File: config.mk
export PLATFORM = sky130hd
export DESIGN_NAME = uart_tx_framer_flat
export DESIGN_NICKNAME = d
export VERILOG_FILES = /design/src/rtl/uart_tx_framer_if.sv /design/src/rtl/uart_tx_framer.sv /design/src/flat_wrapper.sv
export SDC_FILE = /design/constraint.sdc
export NUM_CORES = 1
export LEC_CHECK = 0
export BUFFER_PORTS_ARGS = -buffer_cell sky130_fd_sc_hd__buf_2
export CORE_MARGIN = 2
export CORE_UTILIZATION = 30
export DETAILED_ROUTE_END_ITERATION = 6
export HOLD_SLACK_MARGIN = 0.12
export PLACE_DENSITY = 0.48
export SYNTH_ARGS = -nofsm -noshare
export SYNTH_HDL_FRONTEND = slang
export SYNTH_SLANG_ARGS = --single-unit
File: constraint.sdc
create_clock -name tx_clk -period 3.26 [get_ports tx_clk]
set_input_delay 0.652 -clock tx_clk [delete_from_list [all_inputs] [get_ports tx_clk]]
set_output_delay 0.652 -clock tx_clk [all_outputs]
set_load 0.02 [all_outputs]
File: src/rtl/uart_tx_framer_if.sv
// rtl/uart_tx_framer_if.sv - byte handshake and serial-side status signals of the UART transmit framer
interface uart_tx_framer_if;
    logic       tx_start;
    logic [7:0] tx_data;
    logic       tx_ready;
    logic       tx_serial;
    logic       tx_busy;
    logic       tx_done;

    modport master (
        output tx_start,
        output tx_data,
        input  tx_ready,
        input  tx_serial,
        input  tx_busy,
        input  tx_done
    );

    modport slave (
        input  tx_start,
        input  tx_data,
        output tx_ready,
        output tx_serial,
        output tx_busy,
        output tx_done
    );
endinterface

File: src/rtl/uart_tx_framer.sv
// rtl/uart_tx_framer.sv - UART transmit framer: start, 8 data bits LSB first, optional parity, stop
// One byte can be held behind the frame on the line so consecutive frames run with no idle gap.
module uart_tx_framer #(
    parameter int unsigned CLKS_PER_BIT = 1,
    parameter int unsigned PARITY_EN    = 1,
    parameter int unsigned PARITY_ODD   = 0
) (
    input  logic          tx_clk,
    input  logic          reset,
    uart_tx_framer_if.slave tx
);

    typedef enum logic [2:0] {
        IDLE,
        START,
        DATA,
        PARITY,
        STOP
    } state_t;

    localparam logic [15:0] CNT_MAX = 16'(CLKS_PER_BIT - 1);

    state_t      state_q, state_d;
    logic [15:0] cnt_q, cnt_d;
    logic [2:0]  idx_q, idx_d;
    logic [7:0]  shift_q, shift_d;
    logic        par_q, par_d;
    logic [7:0]  hold_q, hold_d;
    logic        hold_valid_q, hold_valid_d;
    logic        serial_q, serial_d;
    logic        busy_q, busy_d;
    logic        done_q, done_d;

    logic        accept;
    logic        bit_end;
    logic        load;
    logic [7:0]  load_byte;

    always_comb begin
        state_d      = state_q;
        cnt_d        = cnt_q;
        idx_d        = idx_q;
        shift_d      = shift_q;
        par_d        = par_q;
        hold_d       = hold_q;
        hold_valid_d = hold_valid_q;
        done_d       = 1'b0;
        load         = 1'b0;
        load_byte    = tx.tx_data;

        accept  = tx.tx_start && !hold_valid_q;
        bit_end = (cnt_q == CNT_MAX);

        if (state_q != IDLE) begin
            cnt_d = bit_end ? 16'd0 : cnt_q + 16'd1;
        end

        case (state_q)
            IDLE: begin
                if (accept) begin
                    load = 1'b1;
                end
            end
            START: begin
                if (bit_end) begin
                    state_d = DATA;
                end
            end
            DATA: begin
                if (bit_end) begin
                    shift_d = {1'b0, shift_q[7:1]};
                    if (idx_q == 3'd7) begin
                        idx_d   = 3'd0;
                        state_d = (PARITY_EN != 0) ? PARITY : STOP;
                    end else begin
                        idx_d = idx_q + 3'd1;
                    end
                end
            end
            PARITY: begin
                if (bit_end) begin
                    state_d = STOP;
                end
            end
            STOP: begin
                if (bit_end) begin
                    done_d = 1'b1;
                    // A held byte wins; otherwise a byte arriving right now chains on directly.
                    if (hold_valid_q) begin
                        load         = 1'b1;
                        load_byte    = hold_q;
                        hold_valid_d = 1'b0;
                    end else if (accept) begin
                        load = 1'b1;
                    end else begin
                        state_d = IDLE;
                    end
                end
            end
            default: begin
                state_d = IDLE;
            end
        endcase

        if (accept && state_q != IDLE && !(state_q == STOP && bit_end)) begin
            hold_d       = tx.tx_data;
            hold_valid_d = 1'b1;
        end

        if (load) begin
            state_d = START;
            cnt_d   = 16'd0;
            idx_d   = 3'd0;
            shift_d = load_byte;
            par_d   = (PARITY_ODD != 0) ? ~^load_byte : ^load_byte;
        end

        // The line level is registered from the next state so it changes only on clock edges.
        case (state_d)
            START:   serial_d = 1'b0;
            DATA:    serial_d = shift_d[0];
            PARITY:  serial_d = par_d;
            default: serial_d = 1'b1;
        endcase
        busy_d = (state_d != IDLE);
    end

    always_ff @(posedge tx_clk) begin
        if (reset) begin
            state_q      <= IDLE;
            cnt_q        <= 16'd0;
            idx_q        <= 3'd0;
            shift_q      <= 8'd0;
            par_q        <= 1'b0;
            hold_q       <= 8'd0;
            hold_valid_q <= 1'b0;
            serial_q     <= 1'b1;
            busy_q       <= 1'b0;
            done_q       <= 1'b0;
        end else begin
            state_q      <= state_d;
            cnt_q        <= cnt_d;
            idx_q        <= idx_d;
            shift_q      <= shift_d;
            par_q        <= par_d;
            hold_q       <= hold_d;
            hold_valid_q <= hold_valid_d;
            serial_q     <= serial_d;
            busy_q       <= busy_d;
            done_q       <= done_d;
        end
    end

    assign tx.tx_ready  = !hold_valid_q;
    assign tx.tx_serial = serial_q;
    assign tx.tx_busy   = busy_q;
    assign tx.tx_done   = done_q;

endmodule

File: src/flat_wrapper.sv
// flat-port wrapper written by rule: the top's interface ports become plain ports
module uart_tx_framer_flat 
#(
    parameter int unsigned CLKS_PER_BIT = 1,
    parameter int unsigned PARITY_EN    = 1,
    parameter int unsigned PARITY_ODD   = 0
)
  (tx_clk, reset, tx_tx_start, tx_tx_data, tx_tx_ready, tx_tx_serial, tx_tx_busy, tx_tx_done);
  uart_tx_framer_if tx_i ();
  input  logic tx_clk;
  input  logic reset;
  input wire logic [$bits(tx_i.tx_start)-1:0] tx_tx_start;
  input wire logic [$bits(tx_i.tx_data)-1:0] tx_tx_data;
  output wire logic [$bits(tx_i.tx_ready)-1:0] tx_tx_ready;
  output wire logic [$bits(tx_i.tx_serial)-1:0] tx_tx_serial;
  output wire logic [$bits(tx_i.tx_busy)-1:0] tx_tx_busy;
  output wire logic [$bits(tx_i.tx_done)-1:0] tx_tx_done;
  assign tx_i.tx_start = tx_tx_start;
  assign tx_i.tx_data = tx_tx_data;
  assign tx_tx_ready = tx_i.tx_ready;
  assign tx_tx_serial = tx_i.tx_serial;
  assign tx_tx_busy = tx_i.tx_busy;
  assign tx_tx_done = tx_i.tx_done;
  uart_tx_framer #(.CLKS_PER_BIT(CLKS_PER_BIT), .PARITY_EN(PARITY_EN), .PARITY_ODD(PARITY_ODD)) u_core (.tx_clk(tx_clk), .reset(reset), .tx(tx_i));
endmodule
==> out/results.tsv, run 1 <==
stage	metric	value	unit
routing	met1_length	2.283	mm
clocking	cts_root_buffer	clkbuf_8	
routing	vias_per_cell	4.849	
die	coreArea	6869	um2
layout	drive_above_1_share	12.55	%
synth	syn_area	2142	um2
clocking	cts_hold_buf	0	
grt	grt_pass1_vias	1689	
clocking	clk_latency	0.30	ns
routing	wl_met2	2.138	mm
layout	final_nets	270	
die	fp.dieH	88.50	um
status	status	completed	
layout	fillCellCount	738	
place	place_congestion	0.8860	
synth	yosysSeqAreaShare	40.19	%
die	die-width	88.50	um
clocking	cts.clk_slew.worst_paths	0.09	ns
clocking	cts_resized	0	
synth	synth_nets	258	
worst_setup_path	crit_fanout	18	
timing	fin_crit	2.734	ns
timing	rsz0062_at_grt	false	
worst_hold_path	hp-class	register to register	
layout	multi_input_comb_area	1215	um2
synth	synthArstFlopShare	0	%
synth	synth_seq_cells	43	
clocking	cts_tree	yes	
routing	drc	0	
die	die-area	7832	um2
power	p_clk_share	31.8	%
timing	worst_slew_pin_slew	0.5518	ns
grt	overflow	0	
routing	drt_iter0_markers	55	
clocking	cts.path.max_buffers	2	
worst_setup_path	arrival	2.93	ns
timing	timing.setup.tns	0	ns
routing	wl_met3	112	um
power	power_density	541.6	nW/um2
layout	final_area	2410	um2
power	p_leak	0.8658	nW
worst_setup_path	required	3.46	ns
timing	skew	0.01653	ns
grt	grt_max_degree	23	
layout	final_common_cell	dfxtp_1	
layout	final_cell_mix	dfxtp_1 (43), nor2_1 (42), nand2_1 (19), xnor2_1 (19)	
routing	drt.antenna.violating_nets	0	
grt	grt_usage	13.10	%
die	io_pins	15	
place	io_buffer_count	14	
clocking	numCtsBuffers	5	
layout	n_antenna_cell	0	
clocking	clkSinkCount	43	
run	maxCapViolCount	0	
grt	antenna_found_initial	0	
place	hpwl	3.243	mm
routing	routed_wirelength	4.561	mm
power	p_switching	0.3929	mW
power	vdd.ir_drop.worst	0.1697	mV
synth	ys_types	38	
grt	grt_pass1_wl	7.990	mm
timing	fmax	365.7	MHz
worst_setup_path	end_kind	register	
synth	ys_warn_count	0	
routing	wl_per_cell	12.99	um
synth	avgSynthCellArea	8.815	um2
die	start_util	31.18	%
routing	firstDrtPassIters	4	
power	power.internal	0.9121	mW
layout	final-seq-area	860.8	um2
die	placementRows	30	
synth	synth-edff-count	0	
power	swShare	30.11	%
timing	maxSlewHeadroom	62.75	%
timing	setup_violations	0	
clocking	h-tree-depth	2	
place	place_area	2303	um2
routing	vias	1702	
worst_setup_path	worst-setup-path-type	register to register	
synth	postSynthCellCount	243	
clocking	postCtsSetupBuffers	0	
timing	hold_violations	0	
layout	syn2layout_area_growth	12.50	%
timing	slew_violations	0	
timing	period_share	83.87	%
routing	top_layer	met4	
synth	ys.flop_type	dfxtp_1	
worst_setup_path	cp-start-kind	register	
power	comb_power_share	21.9	%
power	pwr-share-seq	46.3	%
==> metrics by stage <==
step | hold WS (ns) | setup slack (ns) | power (mW) | instances | util (%)
floorplan | 0.4319 | 0.7281 | 0.8372 | 243 | -
global placement | 0.4495 | 0.5867 | 0.9058 | 344 | 33.53
detailed placement | 0.4554 | 0.5275 | 0.9065 | 344 | 33.53
CTS | 0.4674 | 0.5236 | 1.324 | 351 | 35.08
global route | 0.4930 | 0.2422 | 1.384 | 351 | 35.08
finish | 0.4657 | 0.5258 | 1.305 | 351 | 35.08
==> sequential cells by signal, indices dropped and copies added (netlist names) <==
signal               cells
u_core.par_q             1
u_core.shift_q           8
u_core.tx.tx_done        1
u_core.cnt_q            16
u_core.tx.tx_busy        1
u_core.idx_q             3
u_core.hold_q            8
u_core.hold_valid_q      1
u_core.state_q           3
u_core.tx.tx_serial      1
==> final cells by class <==
cell class                      count  area share, %
Clock buffer                        5          2.856
Clock inverter                      2          1.558
Inverter                            6         0.9346
Multi-Input combinational cell    183          50.42
Sequential cell                    43          35.72
Tap cell                           96          4.984
Timing Repair Buffer               16          3.531
==> final timing paths <==
path,end,slack [ns],start,depth (start not counted)
worst max-delay path,u_core.shift_q[7]$_SDFFE_PP0P_,0.53,u_core.cnt_q[5]$_SDFFE_PP0N_,6
worst min-delay path,u_core.idx_q[2]$_SDFFE_PP0P_,0.47,u_core.idx_q[2]$_SDFFE_PP0P_,2
worst max register to register,u_core.shift_q[7]$_SDFFE_PP0P_,0.53,u_core.cnt_q[5]$_SDFFE_PP0N_,6
worst min register to register,u_core.idx_q[2]$_SDFFE_PP0P_,0.47,u_core.idx_q[2]$_SDFFE_PP0P_,2
==> logic make-up after synthesis <==
group,count (synthesis),synth area share (%)
muxes,19,9.170
and+or+nand+nor,101,23.60
adders and majority gates,4,2.337
buffers and inverters,17,3.096
DFF,43,40.19
AOI/OAI and AO/OA,29,9.347
xor gates and xnor gates,30,12.27
==> power by group through the flow <==
stage          Sequential [mW]  Combinational (mW)  Clock, mW
2_1_floorplan            0.608               0.229          0
3_3_place_gp             0.615               0.290          0
3_5_place_dp             0.615               0.291          0
4_1_cts                  0.603               0.293      0.428
5_1_grt                  0.610               0.327      0.447
6_report                 0.604               0.286      0.415
==> routing by layer <==
layer | GRT usage [%] | vias up
met2 | 21.46 | 23
met3 | 2.892 | 4
met4 | 3.719 | 0
li1 | - | 870
met1 | 17.39 | 805
met5 | 0 | -
==> Yosys cell counts (all sizes together) (2+ instances only) <==
cell | instances | area, um2
mux2i | 14 | 140.1
a21oi | 10 | 50.05
nand2 | 19 | 71.32
o21ai | 4 | 20.02
or4 | 4 | 37.53
nand4 | 3 | 18.77
dfxtp | 43 | 860.8
buf | 2 | 10.01
ha | 4 | 50.05
xor2 | 11 | 96.34
a2bb2oi | 2 | 17.52
nand3 | 10 | 50.05
nor3b | 3 | 22.52
clkbuf | 9 | 33.78
nor4 | 4 | 46.29
and3 | 4 | 25.02
inv | 6 | 22.52
xnor2 | 19 | 166.4
nor3 | 6 | 30.03
a41oi | 2 | 17.52
o311a | 2 | 20.02
mux2 | 5 | 56.30
a311oi | 3 | 26.28
nor2 | 42 | 157.7
o21a | 2 | 15.01
==> critical path: stages (launching register included) <==
cell	delay [ns]
dfxtp_1	0.35
or4_4	0.55
nor4_2	0.33
a21oi_1	0.20
or4_1	0.73
and3_1	0.29
o21a_1	0.17
No activity file was read; power rests on OpenSTA's default activity.
==> run 2: changes to the inputs <==
--- a/config.mk
+++ b/config.mk
@@ -10,7 +10,7 @@
 export CORE_UTILIZATION = 30
 export DETAILED_ROUTE_END_ITERATION = 6
 export HOLD_SLACK_MARGIN = 0.12
-export PLACE_DENSITY = 0.48
+export PLACE_DENSITY = 0.5
 export SYNTH_ARGS = -nofsm -noshare
 export SYNTH_HDL_FRONTEND = slang
 export SYNTH_SLANG_ARGS = --single-unit
==> constraint.sdc (replaced) <==
create_clock -name tx_clk -period 2.25 [get_ports tx_clk]
set_input_delay 0.45 -clock tx_clk [delete_from_list [all_inputs] [get_ports tx_clk]]
set_output_delay 0.45 -clock tx_clk [all_outputs]
set_load 0.02 [all_outputs]
==> out/results.tsv, run 2 (synthesis results as in run 1) <==
stage	metric	value	unit	change
routing	drc	0		unchanged
timing	fin_crit	2.314	ns	-0.4197 ns
worst_setup_path	cp_common_cell	or4_4		
routing	firstDrtPassIters	4		unchanged
layout	syn2layout_area_growth	21.14	%	
clocking	clk_latency	0.29	ns	about the same
timing	timing.setup.tns	-0.2405	ns	-0.2405 ns
power	p_leak	0.9667	nW	+12%
die	die-area	7832	um2	unchanged
grt	grt_pass1_vias	1648		-2.4%
worst_setup_path	crit_fanout	10		-8
clocking	postCtsSetupBuffers	0		unchanged
layout	final_area	2595	um2	+7.7%
layout	final_cell_mix	dfxtp_1 (42), nor2_1 (40), nand2_1 (19), xnor2_1 (19), buf_4 (18)		
timing	fmax	432.1	MHz	+18%
routing	drt_iter0_markers	130		+140%
grt	grt_usage	12.91	%	-0.19 points
worst_setup_path	critPathMaxStageDelay	0.53	ns	-0.20 ns
die	start_util	31.18	%	unchanged
layout	fillCellCount	711		-3.7%
layout	regMostFlops	u_core.cnt_q		
layout	n_antenna_cell	0		unchanged
status	status	finished with violations		
clocking	h-tree-depth	2		unchanged
routing	wl_per_cell	12.41	um	-4.5%
worst_setup_path	path_cells	or4_4, or4_4, nor4_4, buf_12, mux2_2, nor2_1, a311oi_1		
grt	grt_max_degree	23		unchanged
grt	antenna_found_initial	0		unchanged
worst_setup_path	worst-path-stages	7		+1
timing	setup_violations	7		+7
worst_setup_path	end_kind	register		
worst_setup_path	worst-setup-path-type	register to register		
place	place_congestion	0.7962		-10%
timing	rsz0062_at_grt	true		
worst_setup_path	cp-start-kind	register		
die	io_pins	15		unchanged
die	placementRows	30		unchanged
grt	overflow	0		unchanged
worst_hold_path	hp-class	input pin to register		
clocking	cts_tree	yes		
worst_setup_path	r2r_end	u_core.shift_q[2]$_SDFFE_PP0P_		
routing	routed_wirelength	4.590	mm	+0.64%
worst_setup_path	cpLargestDelayFamily	simple AND/OR/NAND/NOR gates		
worst_setup_path	cp-startpoint	u_core.cnt_q[5]$_SDFFE_PP0N_		
worst_setup_path	slowest_stage	or4_4		
timing	period_share	102.9	%	+19 points
clocking	cts_root_buffer	clkbuf_8		
timing	hold_violations	0		unchanged
layout	largest_register_ffs	16		unchanged
worst_setup_path	ff2ff_setup_slack	-0.06	ns	-0.59 ns
die	coreArea	6869	um2	unchanged
place	hpwl	3.312	mm	+2.1%
die	fp.dieH	88.50	um	unchanged
clocking	numCtsBuffers	5		unchanged
clocking	clkSinkCount	43		unchanged
place	place_area	2469	um2	+7.2%
worst_setup_path	crit_end	u_core.shift_q[2]$_SDFFE_PP0P_		
place	pre_cts_ws	-0.06392	ns	-0.5915 ns
power	power_density	711.0	nW/um2	+31%
layout	final_common_cell	dfxtp_1		
worst_setup_path	r2r-start	u_core.cnt_q[5]$_SDFFE_PP0N_		
power	vdd.ir_drop.worst	0.3360	mV	+98%
routing	vias_per_cell	4.670		-3.7%
clocking	cts.path.max_buffers	2		unchanged
timing	skew	0.008312	ns	-0.008223 ns
run	maxCapViolCount	0		unchanged
timing	slew_violations	0		unchanged
timing	maxSlewHeadroom	70.26	%	+7.5 points
place	io_buffer_count	14		unchanged
worst_setup_path	required	2.42	ns	-1.04 ns
timing	worst_slew_pin_slew	0.4461	ns	-0.1057 ns
worst_setup_path	arrival	2.48	ns	-0.45 ns
die	die-width	88.50	um	unchanged
status	violations	negative setup slack		
layout	final_nets	288		+6.7%
grt	grt_pass1_wl	7.790	mm	-2.5%
power	power	1.845	mW	+41%
routing	vias	1728		+1.5%
layout	finalCoreUtilization	37.78	%	+2.7 points
worst_setup_path	crit_buf_inv	1		+1
routing	drt.antenna.violating_nets	0		unchanged
layout	drive_above_1_share	20.80	%	+8.3 points
worst_setup_path	rr_worst_depth	7		+1
timing	setup_ws	-0.06445	ns	-0.5903 ns
layout	top_regs	u_core.cnt_q x16, u_core.hold_q x8, u_core.shift_q x8		
clocking	cts.clk_slew.worst_paths	0.08	ns	about the same
run 2: worst min path at each step:
stage,start,end,depth (start not counted)
floorplan,u_core.par_q$_SDFF_PP0_,u_core.par_q$_SDFF_PP0_,2
global route,tx_tx_data[0],u_core.hold_q[0]$_SDFFE_PP0P_,3
finish,tx_tx_data[3],u_core.hold_q[3]$_SDFFE_PP0P_,3
detailed placement,u_core.par_q$_SDFF_PP0_,u_core.par_q$_SDFF_PP0_,2
CTS,tx_tx_data[7],u_core.hold_q[7]$_SDFFE_PP0P_,3
global placement,u_core.par_q$_SDFF_PP0_,u_core.par_q$_SDFF_PP0_,2
run 2: worst register-to-register path: cells and delay by family, from the launching register on:
family / cells / cell delay (ns)
flops: 1 / 0.32
simple gates: 4 / 1.30
buf+inv: 1 / 0.18
mux: 1 / 0.34
compound gates: 1 / 0.05
run 2: final cells by class:
type	count	area [um2]	share of cell area, %
multi-input cells	183	1264	48.70
inverters	6	22.52	0.8679
repair buffers	34	245.2	9.450
clock inverters	1	5.005	0.1929
clock buffers	7	76.32	2.941
flip-flops and latches	43	862.1	33.22
well taps	96	120.1	4.629
run 2: metrics by stage:
step	hold WS (ns)	cells
floorplan	0.4319	243
global placement	0.4478	362
detailed placement	0.4546	362
CTS	0.4298	370
global route	0.4535	370
finish	0.4395	370
run 2: report_power, final:
part           leakage (nW)  switching (mW)  internal (mW)  total, mW
Sequential            0.350          0.0510          0.823      0.874
Combinational         0.574           0.263          0.235      0.498
Clock                0.0422           0.255          0.218      0.473
run 2: what timing repair did:
item                                    CTS  global route
endpoints found under the setup margin   21            19
gates resized for setup                   4             6
hold buffers                              0             0
endpoints found under the hold margin     0             0
run 2: routing by layer:
metal  part of all wire [%]  vias up  track usage, %
li1                       -      906               -
met1                     52      792           17.64
met2                     44       28           19.69
met3                    3.4        2           3.172
met4                   0.85        0           4.959
met5                      0        -               0
